**src/rtl/stop_watch_disp_mux_amisha.sv**
```systemverilog
// -----------------------------------------------------------------------------
// stop_watch_disp_mux_amisha
//
// Reader side of the stopwatch digit bus. Takes the three BCD digits d2.d1d0
// and drives a 4-digit, time-multiplexed, common-anode 7-segment display.
//
// The digits are captured once per scan frame. A single refresh therefore never
// shows a mix of old and new digits. Each digit slot starts with a short window
// in which every anode is off. This window stops the previous digit's segments
// from ghosting into the next slot.
//
// Ports
//   clk_amisha         in   1  system clock, rising edge
//   reset_n_amisha     in   1  asynchronous reset, active low
//   d2_amisha          in   4  BCD digit, most significant (seconds)
//   d1_amisha          in   4  BCD digit (tenths)
//   d0_amisha          in   4  BCD digit, least significant (hundredths)
//   an_amisha          out  4  anode enables, active low, bit i = slot i
//   sseg_amisha        out  8  {dp,g,f,e,d,c,b,a}, active low
//   frame_tick_amisha  out  1  one-cycle pulse, new digit snapshot taken
//
// Parameters
//   DWELL_CYCLES  clock cycles per digit slot (>= 2)
//   BLANK_CYCLES  blanked cycles at the start of every slot (1..DWELL_CYCLES-1)
//   DP_POS        slot whose decimal point is lit (0..3, 3 never lights)
// -----------------------------------------------------------------------------
module stop_watch_disp_mux_amisha #(
   parameter int DWELL_CYCLES = 50000,
   parameter int BLANK_CYCLES = 1,
   parameter int DP_POS       = 2
) (
   input  logic       clk_amisha,
   input  logic       reset_n_amisha,
   input  logic [3:0] d2_amisha,
   input  logic [3:0] d1_amisha,
   input  logic [3:0] d0_amisha,
   output logic [3:0] an_amisha,
   output logic [7:0] sseg_amisha,
   output logic       frame_tick_amisha
);

   localparam int CNT_W = (DWELL_CYCLES > 1) ? $clog2(DWELL_CYCLES) : 1;
   localparam logic [CNT_W-1:0] CNT_LAST  = CNT_W'(DWELL_CYCLES - 1);
   localparam logic [CNT_W-1:0] BLANK_END = CNT_W'(BLANK_CYCLES);
   localparam logic [1:0]       DP_SLOT   = 2'(DP_POS);

   logic [CNT_W-1:0] r_cnt;
   logic [1:0]       r_slot;
   logic [11:0]      r_snap;
   logic             r_frameTick;
   logic [3:0]       r_an;
   logic [7:0]       r_sseg;

   logic             w_slotEnd;
   logic             w_frameWrap;
   logic             w_blank;
   logic [3:0]       w_digit;
   logic [6:0]       w_segs;
   logic [3:0]       w_anNext;
   logic [7:0]       w_ssegNext;

   // Converts one BCD digit to the active-low segment pattern {g..a}.
   // Any code above 9 shows a dash, so a corrupted bus is visible on the display.
   function automatic logic [6:0] segDecode(input logic [3:0] digit);
      logic [6:0] segs;
      case (digit)
         4'd0:    segs = 7'h40;
         4'd1:    segs = 7'h79;
         4'd2:    segs = 7'h24;
         4'd3:    segs = 7'h30;
         4'd4:    segs = 7'h19;
         4'd5:    segs = 7'h12;
         4'd6:    segs = 7'h02;
         4'd7:    segs = 7'h78;
         4'd8:    segs = 7'h00;
         4'd9:    segs = 7'h10;
         default: segs = 7'h3F;
      endcase
      return segs;
   endfunction

   assign w_slotEnd   = (r_cnt == CNT_LAST);
   assign w_frameWrap = w_slotEnd && (r_slot == 2'd3);

   // Dwell counter and slot index. The slot moves on at the last dwell cycle.
   // The 2-bit slot wraps from 3 back to 0 on its own.
   always_ff @(posedge clk_amisha or negedge reset_n_amisha) begin
      if (!reset_n_amisha) begin
         r_cnt  <= '0;
         r_slot <= 2'd0;
      end else if (w_slotEnd) begin
         r_cnt  <= '0;
         r_slot <= r_slot + 2'd1;
      end else begin
         r_cnt  <= r_cnt + CNT_W'(1);
      end
   end

   // The digit snapshot is taken only at the frame wrap, at the end of the
   // unused slot 3. Every visible digit of a frame then comes from the same
   // sample. The tick marks the cycle right after the capture.
   always_ff @(posedge clk_amisha or negedge reset_n_amisha) begin
      if (!reset_n_amisha) begin
         r_snap      <= 12'h000;
         r_frameTick <= 1'b0;
      end else begin
         if (w_frameWrap) begin
            r_snap <= {d2_amisha, d1_amisha, d0_amisha};
         end
         r_frameTick <= w_frameWrap;
      end
   end

   // Next display value from the current slot and dwell position.
   // Slot 3 has no digit. It stays dark for its whole dwell so that the three
   // real digits keep the duty cycle of a 4-digit scan. The dp follows the
   // same blanking as the anodes, so DP_POS=3 never lights it.
   always_comb begin
      w_digit    = 4'h0;
      w_blank    = 1'b1;
      w_anNext   = 4'hF;
      w_ssegNext = 8'hFF;
      case (r_slot)
         2'd0:    w_digit = r_snap[3:0];
         2'd1:    w_digit = r_snap[7:4];
         default: w_digit = r_snap[11:8];
      endcase
      w_segs  = segDecode(w_digit);
      w_blank = (r_cnt < BLANK_END) || (r_slot == 2'd3);
      if (!w_blank) begin
         w_anNext   = ~(4'b0001 << r_slot);
         w_ssegNext = {(r_slot != DP_SLOT), w_segs};
      end
   end

   // The display outputs are registered. This keeps the board pins glitch free
   // and adds one cycle of latency after the slot/counter state.
   always_ff @(posedge clk_amisha or negedge reset_n_amisha) begin
      if (!reset_n_amisha) begin
         r_an   <= 4'hF;
         r_sseg <= 8'hFF;
      end else begin
         r_an   <= w_anNext;
         r_sseg <= w_ssegNext;
      end
   end

   assign an_amisha         = r_an;
   assign sseg_amisha       = r_sseg;
   assign frame_tick_amisha = r_frameTick;

endmodule

```
**config.mk**
```make
export PLATFORM = sky130hd
export DESIGN_NAME = stop_watch_disp_mux_amisha
export DESIGN_NICKNAME = d
export VERILOG_FILES = /design/src/rtl/stop_watch_disp_mux_amisha.sv
export SDC_FILE = /design/constraint.sdc
export NUM_CORES = 1
export LEC_CHECK = 0
export CAP_MARGIN = 10
export CORE_MARGIN = 5
export CORE_UTILIZATION = 25
export CTS_CLUSTER_SIZE = 10
export DETAILED_ROUTE_END_ITERATION = 16
export GPL_ROUTABILITY_DRIVEN = 0
export SLEW_MARGIN = 20
export SYNTH_ARGS = -nofsm -noshare
export SYNTH_HDL_FRONTEND = slang
export SYNTH_SLANG_ARGS = --single-unit
```
**constraint.sdc**
```tcl
create_clock -name clk_amisha -period 6.15 [get_ports clk_amisha]
set_clock_uncertainty 0.2 [all_clocks]
set_input_delay 0.9225 -clock clk_amisha [delete_from_list [all_inputs] [get_ports clk_amisha]]
set_output_delay 0.9225 -clock clk_amisha [all_outputs]
set_load 0.02 [all_outputs]
```
======== Yosys cells after proc, flatten, opt, wreduce, memory -nomap -nowiden ========
Memory sizes are Yosys's and may differ from the RTL's.
Cells that the tools add are included.
storage, ports and cells
  register bits after elaboration ......... 43
  ROM bits ................................ 112
  bits of input ports ..................... 14
  output and inout bits ................... 13
  word-level logic and storage cells ...... 23
  memories ................................ 1
memories
  name              depth  width  read ports  clocked after Yosys merged registers in  wr ports  line  source
  (name not given)  16     7      1           0                                        0         66    case (digit)
operators by class
  add/subtract/negate cells ............... 2
  $lt $le $gt $ge ......................... 1
  equal/unequal tests ..................... 4
  shifts and indexed selects .............. 1
  multiplexer cells ....................... 4
  bitwise operators ....................... 1
  reductions and logical operators ........ 3
operators by type and width
  kind                                                  number
  adder 16 x 1 -> 16 bit (second input constant)        1
  == test 16 bit (second input constant)                1
  < comparator 16 x 1 -> 1 bit (second input constant)  1
  two-way mux 16 bit                                    1
  two-way mux 8 bit                                     1
  one-hot mux 4 bit (2 select lines)                    1
  two-way mux 4 bit                                     1
  NOT 4 bit                                             1
  left shift 1 x 2 -> 4 bit (first input constant)      1
  adder 2 x 1 -> 2 bit (second input constant)          1
  == test 2 x 1 -> 1 bit (second input constant)        1
  == test 2 bit (second input constant)                 1
  logical NOT 2 bit                                     1
  != test 2 bit (second input constant)                 1
  logical AND 1 bit                                     1
  logical OR 1 bit                                      1

======== Depth between registers and ports, before layout ========
Gate-level depths: netlist of run 1.
An unclocked memory read counts as a cell.
  depth after elaboration ................. 4
  gate-level depth with buffers ........... 8

======== Worst setup path after synthesis of run 1 ========
OpenSTA, ideal clock, no wires.
  path kind ............................... register to register
  start point ............................. register r_cnt[11]
  end point ............................... register r_snap[10]
  setup time .............................. 125 ps
  arrival time ............................ 1,895 ps
  required time ........................... 5,825 ps
  setup slack ............................. 3,929 ps
  cell stages (with the launch flop) ...... 6
  path buffers ............................ 1
  period minus slack after synthesis ...... 2,221 ps
  cell sequence ........................... dfrtp_1 > or4_4 > nor4_4 > nand2_2 > buf_6 > mux2_4
on the way
  word-level cells in the longest chain between the ends .. 2
RTL lines
  element                   line  source
  start: declaration        47    logic [CNT_W-1:0] r_cnt;
  start signal: assignment  95    r_cnt <= r_cnt + CNT_W'(1);
  == test 16 bit            82    assign w_slotEnd = (r_cnt == CNT_LAST);
  logical AND 1 bit         83    assign w_frameWrap = w_slotEnd && (r_slot == 2'd3);
  end signal: assignment    108   r_snap <= {d2_amisha, d1_amisha, d0_amisha};
  end: declaration          49    logic [11:0] r_snap;
No other way between the ends.
A chain may end at the register's enable or synchronous reset.

======== Worst setup path after layout of run 1 ========
  start point ............................. register r_cnt[11]
  end point ............................... register r_snap[7]
Same word-level chain as after synthesis.

==> results.toml, run 1 <==
[sta]
drv_slew = 0
worst_pin_slew_ns = 0.902
worst_slack_ns = 3.34
rsz0062_at_grt = "no"
setup_viol_count_final = 0
final.min_clock_period_ns = 2.81
fmax_ghz = 0.356
period_share_pct = 45.7
hold_violations = 0
max_slew_margin_pct = 39.6
tns_ns = 0

[synth]
synth_nets = 191
synth_top_cells_by_area = "dfrtp_1 39%, dfstp_2 14%, mux2_4 6.8%"
synth-compound-area-share_pct = 7.63
synth_top_area_share_pct = 38.8
yosys.area_share.xor_xnor_pct = 5.69
yosys.area_share.adder_pct = 5.63
syn_area_um2 = 2000
muxShareOfSynthArea_pct = 9.51
synth_area_leader_cell = "dfrtp_1"
synth_top_family_by_area = "simple AND/OR/NAND/NOR gates"
synth-simple-area-share_pct = 15.2
yosysSeqAreaShare_pct = 53.3
yosysWarnings = 0
ys_ff_latch = 42
synthCells = 168
syn_avg_cell_area_um2 = 11.9
yosysUniqueCellTypes = 37

[layout]
fin_nets = 220
antennaDiodeCount = 0
final_cell_mix = "31 x dfrtp_1, 25 x clkdlybuf4s50_1, 13 x nor2_1"
layout_commonest_cell = "dfrtp_1"
layout-drive-gt1-share_pct = 18.7
syn_to_final_growth_pct = 23.2

[setup_path]
cp.required_ns = 6.13
reg2reg_setup_slack_ns = 3.34
cp.arrival_ns = 2.79
cp.buffers_inverters = 0
path_cells = "or4_4 -> nor4_4 -> nand2_2 -> mux2_4"
endpoint_kind = "register"
crit_family = "simple AND/OR/NAND/NOR gates"
critical_path_class = "register to register"
cpPeakStageDelay_ns = 0.70
cp-start-kind = "register"
critical-path-slowest-cell = "nor4_4"
cp_max_fo = 14

[placed_design]
hpwlAfterDp_mm = 2.68
numPortBuffers = 26
pre_cts_slack_ns = 3.29

[die]
io_pins = 27
die_w_um = 99.4
rows = 32
dieArea_um2 = 9890
die_y_um = 99.4
start_util_pct = 25.7
core_area_um2 = 7770

[pwr]
leakagePower_nw = 1.09
p_per_area_nw_per_um2 = 222
peakVddDrop_mv = 0.0645

[detailed_routing]
drt_first_pass_iters = 4
vias = 1310
vias_per_cell = 4.37
wl_per_cell_um = 12.3
route.detailed.drc = 0
drtIter0Drc = 61
ant_nets = 0
postRouteWirelength_mm = 3.68

[run_status]
status = "finished clean"

[grt]
grt_usage_pct = 8.02
grt_antenna_before_repair = 0
first_global_vias = 1400
overflow = 0
grt_max_degree = 43
grt_pass1_wl_mm = 6.33

[clock_network]
clockBufferDepth = 2
cts-root-buf = "clkbuf_8"
cts_buffers = 5
numClockSinks = 42
clk_pin_slew_ns = 0.08
ctsResizeCount = 0
clock_latency_ns = 0.29
h-tree-depth = 2
hold_buffers = 0
post_cts_buffers = 0
cts_tree = "done"

[hold_path]
min_path_type = "register to register"

[job]
drv_cap = 0
==> cell families (layout without fill, tap and decap cells) <==
group,after synthesis,count (layout)
adders and majority gates,9,9
xor gates and xnor gates,13,13
and+or+nand+nor,54,54
muxes,14,14
other,1,1
buffers and inverters,12,42
AOI/OAI and AO/OA,23,23
DFF,42,42
==> path summary, 6_finish.rpt <==
check | cells past startpoint | startpoint | to
worst min-delay path | 1 | r_snap[1] | r_snap[1]
worst max register to register | 4 | r_cnt[11] | r_snap[7]
worst min register to register | 1 | r_snap[1] | r_snap[1]
min in group asynchronous | 1 | reset_n_amisha | r_slot[0]
worst max-delay path | 4 | r_cnt[11] | r_snap[7]
max in group asynchronous | 1 | reset_n_amisha | r_cnt[13]
==> report_power, final <==
| part | internal (mW) | leakage (nW) | total (mW) | switching (mW) |
|---|---|---|---|---|
| sequential | 0.287 | 0.506 | 0.290 | 0.00339 |
| clock | 0.119 | 0.0579 | 0.212 | 0.0927 |
| combinational | 0.0235 | 0.529 | 0.0445 | 0.0210 |
| total | 0.430 | 1.09 | 0.547 | 0.117 |
==> per-layer routing <==
layer  vias to the layer above  GRT usage [%]  routed length (µm)
met3                        10           2.31                 151
met4                         0           4.31                  84
met2                        24           12.7                1730
met5                         -              0                   0
li1                        650              -                   -
met1                       626           9.83                1720
==> cells in the mapped netlist, drive strengths merged <==
master / number
a21o: 4
mux2: 13
nor2b: 1
xnor2: 7
nor3: 3
a211oi: 2
or4b: 1
nor2: 13
a31oi: 1
inv: 8
o21ai: 7
nor4b: 1
dfrtp: 31
clkbuf: 1
nand4: 10
nand3b: 1
or3: 1
or4: 1
a21oi: 3
nand2: 8
nand3: 6
xor2: 6
dfstp: 11
o221ai: 1
and3: 5
mux2i: 1
a22o: 4
buf: 3
conb: 1
o211ai: 1
nor4: 3
ha: 9
==> registers in the layout (all words and copies together), names as in the netlist <==
| register | cells |
|---|---|
| r_cnt | 16 |
| r_snap | 12 |
| sseg_amisha | 7 |
| an_amisha | 4 |
| r_slot | 2 |
| frame_tick_amisha | 1 |
==> area by class of cell <==
| cell class | count | area (µm²) |
|---|---|---|
| multi-input cells | 114 | 877 |
| repair buffers | 26 | 255 |
| clock buffers | 5 | 68.8 |
| flip-flops and latches | 42 | 1060 |
| clock inverters | 3 | 40.0 |
| well taps | 102 | 128 |
| fillers | 805 | 5300 |
| inverters | 8 | 30.0 |
==> per-stage QoR <==
step           power, mW  hold WS (ns)  utilization [%]  instance area, µm²  cells
2_1_floorplan      0.316         0.267                -                2000    168
3_3_place_gp       0.341         0.298             30.3                2350    292
3_5_place_dp       0.341         0.297             30.3                2350    292
4_1_cts            0.557         0.316             31.7                2460    300
5_1_grt            0.569         0.335             31.7                2460    300
6_report           0.547         0.317             31.7                2460    300
Note: power is estimated with default switching activity, not from simulation.
==> inputs of run 2 (changes only) <==
clock period = 2.6 ns   (was 6.15 ns; I/O delays follow)
==> run 2 against run 1 <==
The run now ends with negative hold slack left. Die area is the same. Wire length up 4.2%. Worst hold slack lost 0.32 ns. Global-route usage increased by 0.53 points. Critical path depth up 4.
==> results.toml, run 2 (same netlist as run 1, synthesis figures left out) <==
[sta]
tns_ns = 0
final.min_clock_period_ns = 2.34
hold_violations = 13
period_share_pct = 89.9
worst_pin_slew_ns = 0.899
setup_viol_count_final = 0
drv_slew = 0
fmax_ghz = 0.428
rsz0062_at_grt = "no"
holdWs_ns = -0.00529
max_slew_margin_pct = 39.8
worst_slack_ns = 0.263

[layout]
largest_reg_flops = 16
multi_input_area_um2 = 877
layout-drive-gt1-share_pct = 19.4
seqCellArea_um2 = 1060
antennaDiodeCount = 0
layout_commonest_cell = "dfrtp_1"
fin_area_um2 = 2490
regMostFlops = "r_cnt"
syn_to_final_growth_pct = 24.7
fin_nets = 223
final_cell_mix = "31 x dfrtp_1, 25 x clkdlybuf4s50_1, 13 x nor2_1"
fillCellCount = 805

[clock_network]
clk_pin_slew_ns = 0.09
numClockSinks = 42
ctsResizeCount = 0
cts_buffers = 5
hold_buffers = 0
cts_tree = "done"
clock_latency_ns = 0.29
post_cts_buffers = 0
clockBufferDepth = 2
h-tree-depth = 2
cts-root-buf = "clkbuf_8"

[detailed_routing]
met3WireLength_um = 158
drt_first_pass_iters = 4
vias = 1355
route.detailed.drc = 0
dr_wl_met2_mm = 1.79
wl_met1_mm = 1.84
postRouteWirelength_mm = 3.84
vias_per_cell = 4.47
ant_nets = 0
top_layer_used = "met4"
wl_per_cell_um = 12.7
drtIter0Drc = 60

[run_status]
status = "finished with violations"
violations = "negative hold slack"

[placed_design]
numPortBuffers = 26
placed_cell_area_um2 = 2380
pre_cts_slack_ns = 0.300
hpwlAfterDp_mm = 2.76

[setup_path]
cp_max_fo = 6
cp-start-kind = "register"
critical_path_class = "register to register"
reg2reg_setup_slack_ns = 0.26
cp.required_ns = 2.57
endpoint_kind = "register"
cp.arrival_ns = 2.31

[job]
drv_cap = 0

[grt]
overflow = 0
first_global_vias = 1410
grt_max_degree = 36
grt_usage_pct = 8.55
grt_pass1_wl_mm = 6.73
grt_antenna_before_repair = 0

[die]
die_y_um = 99.4
dieArea_um2 = 9890
core_area_um2 = 7770
io_pins = 27
start_util_pct = 25.7
die_w_um = 99.4
rows = 32

[hold_path]
min_path_type = "input port to asynchronous set/reset pin"

[pwr]
p_per_area_nw_per_um2 = 532
leakagePower_nw = 1.11
peakVddDrop_mv = 0.201
==> run 2: changes by cell type in the layout (fill, tap and decap cells not counted), sizes merged <==
cell / before / now
buf: 1 / 4
clkbuf: 5 / 7
clkinv: 2 / 0
==> run 2: metal layers <==
layer / up-vias / global-route usage [%]
met3: 5 / 2.31
met2: 25 / 13.6
met4: 0 / 3.57
met1: 670 / 10.9
met5: - / 0
li1: 655 / -
==> run 2: worst paths after layout <==
| path | from | cells after the start | endpoint |
|---|---|---|---|
| max in group asynchronous | reset_n_amisha | 2 | sseg_amisha[4] |
| worst max-delay path | r_slot[0] | 8 | sseg_amisha[3] |
| min in group clk_amisha | r_cnt[0] | 1 | r_cnt[0] |
| worst min register to register | r_cnt[0] | 1 | r_cnt[0] |
| worst max register to register | r_slot[0] | 8 | sseg_amisha[3] |
| worst min-delay path | reset_n_amisha | 1 | r_snap[5] |
==> run 2: cell type report <==
cell class,instances,share of cell area (%)
Clock buffer,7,3.46
Inverter,8,1.20
Tap cell,102,5.12
Timing Repair Buffer,29,11.1
Sequential cell,42,42.7
Clock inverter,1,1.20
Multi-Input combinational cell,114,35.2
==> run 2: critical path: stages, from the launching register on <==
cell	delay, ns
dfrtp_1	0.37
inv_1	0.09
ha_1	0.28
nor2_1	0.32
a21o_1	0.28
inv_1	0.10
ha_1	0.27
o21ai_0	0.20
nand4_1	0.12
==> run 2: report_power, final <==
group          internal (mW)  switching [mW]  total (mW)
combinational         0.0564          0.0504       0.107
sequential             0.679         0.00853       0.687
clock                  0.313           0.220       0.533
==> run 2: per-stage QoR <==
| step | hold WS (ns) | utilization (%) | cells | power [mW] |
|---|---|---|---|---|
| 6_report | -0.00529 | 32.1 | 303 | 1.33 |
| 5_1_grt | 0.0394 | 32.1 | 303 | 1.39 |
| 4_1_cts | 0.00165 | 32.1 | 303 | 1.34 |
| 3_5_place_dp | 0.307 | 30.6 | 295 | 0.808 |
| 3_3_place_gp | 0.299 | 30.6 | 295 | 0.808 |
| 2_1_floorplan | -0.106 | - | 168 | 0.748 |
==> inputs of run 3 (changes only) <==
CTS_BUF_LIST = sky130_fd_sc_hd__clkbuf_8   (was not set)
==> run 3 against run 2 <==
The run still ends with negative hold slack left. Worst hold slack better by 0.00065 ns. Cell count unchanged. Total power is 0.31% lower. Global-route usage unchanged. Flip-flop and latch count unchanged. Utilization unchanged. Fmax is 0.11% higher. Critical path type unchanged. Critical endpoint unchanged.
==> results.toml, run 3 (same netlist as run 1, synthesis figures left out) <==
[layout]
final_cell_mix = "31 x dfrtp_1, 25 x clkdlybuf4s50_1, 13 x nor2_1"
seqCellArea_um2 = 1060
regMostFlops = "r_cnt"
layout_commonest_cell = "dfrtp_1"
fin_nets = 223
largest_reg_flops = 16
antennaDiodeCount = 0
syn_to_final_growth_pct = 24.7
multi_input_area_um2 = 877
layout-drive-gt1-share_pct = 19.4
fillCellCount = 805

[detailed_routing]
drt_first_pass_iters = 4
ant_nets = 0
postRouteWirelength_mm = 3.84
wl_per_cell_um = 12.7
drtIter0Drc = 60
vias_per_cell = 4.47
route.detailed.drc = 0
vias = 1354

[die]
die_w_um = 99.4
dieArea_um2 = 9890
io_pins = 27
core_area_um2 = 7770
start_util_pct = 25.7
rows = 32
die_y_um = 99.4

[clock_network]
cts-root-buf = "clkbuf_8"
clk_pin_slew_ns = 0.08
cts_tree = "done"
numClockSinks = 42
hold_buffers = 0
ctsResizeCount = 0
cts_buffers = 5
clockBufferDepth = 2
h-tree-depth = 2
clock_latency_ns = 0.29
post_cts_buffers = 0

[grt]
grt_antenna_before_repair = 0
grt_max_degree = 36
grt_usage_pct = 8.55
overflow = 0
first_global_vias = 1410
grt_pass1_wl_mm = 6.73

[run_status]
status = "finished with violations"
violations = "negative hold slack"

[sta]
hold_violations = 13
rsz0062_at_grt = "no"
period_share_pct = 89.8
tns_ns = 0
holdWs_ns = -0.00463
setup_viol_count_final = 0
worst_slack_ns = 0.265
final.min_clock_period_ns = 2.33
fmax_ghz = 0.428
worst_pin_slew_ns = 0.899
drv_slew = 0
max_slew_margin_pct = 39.8

[pwr]
clock_power_share_pct = 40.0
p_comb_share_pct = 8.1
peakVddDrop_mv = 0.201
leakagePower_nw = 1.11
p_per_area_nw_per_um2 = 530
p_int_mw = 1.04
finalPower_mw = 1.32
switching_share_pct = 21.0
p_sw_mw = 0.278
seqPwrFrac_pct = 52.0

[setup_path]
cp-start-kind = "register"
cp.arrival_ns = 2.30
critical_path_class = "register to register"
cp.buffers_inverters = 2
path_cells = "inv_1 -> ha_1 -> nor2_1 -> a21o_1 -> inv_1 -> ha_1 -> o21ai_0 -> nand4_1"
cpPeakStageDelay_ns = 0.37
cp.required_ns = 2.57
endpoint_kind = "register"
crit_family = "adder cells"
cp_max_fo = 6
critical-path-slowest-cell = "dfrtp_1"

[hold_path]
min_path_type = "input port to asynchronous set/reset pin"

[placed_design]
hpwlAfterDp_mm = 2.76
numPortBuffers = 26
pre_cts_slack_ns = 0.300

[job]
drv_cap = 0
[run 3: cell types whose count changed in the layout (fill, tap and decap cells not counted)]
| cell | previous run | this run |
|---|---|---|
| clkbuf_1 | 1 | 0 |
| inv_1 | 8 | 9 |
[run 3: stage by stage]
| stage | util (%) | instances | instance area, µm² | hold slack [ns] |
|---|---|---|---|---|
| finish | 32.1 | 303 | 2490 | -0.00463 |
| global route | 32.1 | 303 | 2490 | 0.0389 |
| CTS | 32.1 | 303 | 2490 | 0.00226 |
| detailed placement | 30.6 | 295 | 2380 | 0.307 |
| global placement | 30.6 | 295 | 2380 | 0.299 |
| floorplan | - | 168 | 2000 | -0.106 |
[run 3: path summary, 6_finish.rpt]
path,cells past startpoint,slack [ns],startpoint,to
max,8,0.27,r_slot[0],sseg_amisha[3]
min,1,-0.005,reset_n_amisha,r_slot[1]
max reg2reg,8,0.27,r_slot[0],sseg_amisha[3]
min reg2reg,1,0.32,r_cnt[0],r_cnt[0]
max in group asynchronous,2,1.51,reset_n_amisha,sseg_amisha[4]
min in group clk_amisha,1,0.32,r_cnt[0],r_cnt[0]
[run 3: per-layer routing]
| metal | track usage [%] | wire (µm) | up-vias |
|---|---|---|---|
| met1 | 10.9 | 1830 | 669 |
| met5 | 0 | 0 | - |
| met3 | 2.31 | 158 | 5 |
| li1 | - | - | 655 |
| met4 | 3.57 | 52 | 0 |
| met2 | 13.6 | 1790 | 25 |
[run 3: cell type report]
class	count	share of cell area [%]
clock inverters	2	1.35
multi-input cells	114	35.2
flip-flops and latches	42	42.7
inverters	8	1.20
well taps	102	5.12
clock buffers	6	3.31
repair buffers	29	11.1
[run 3: worst register-to-register path, delay by kind of cell (launching register included)]
kind / cells / cell delay [ns]
AO/OA/AOI/OAI: 2 / 0.48
adder cells (fa/ha/maj): 2 / 0.54
buffers and inverters: 2 / 0.19
flip-flops: 1 / 0.37
AND/OR/NAND/NOR: 2 / 0.44
[run 3: power by group through the flow]
stage	Clock (mW)	Combinational, mW	Sequential [mW]
2_1_floorplan	0	0.0371	0.711
3_5_place_dp	0	0.109	0.700
6_report	0.529	0.107	0.687
3_3_place_gp	0	0.108	0.699
4_1_cts	0.542	0.109	0.688
5_1_grt	0.576	0.118	0.690
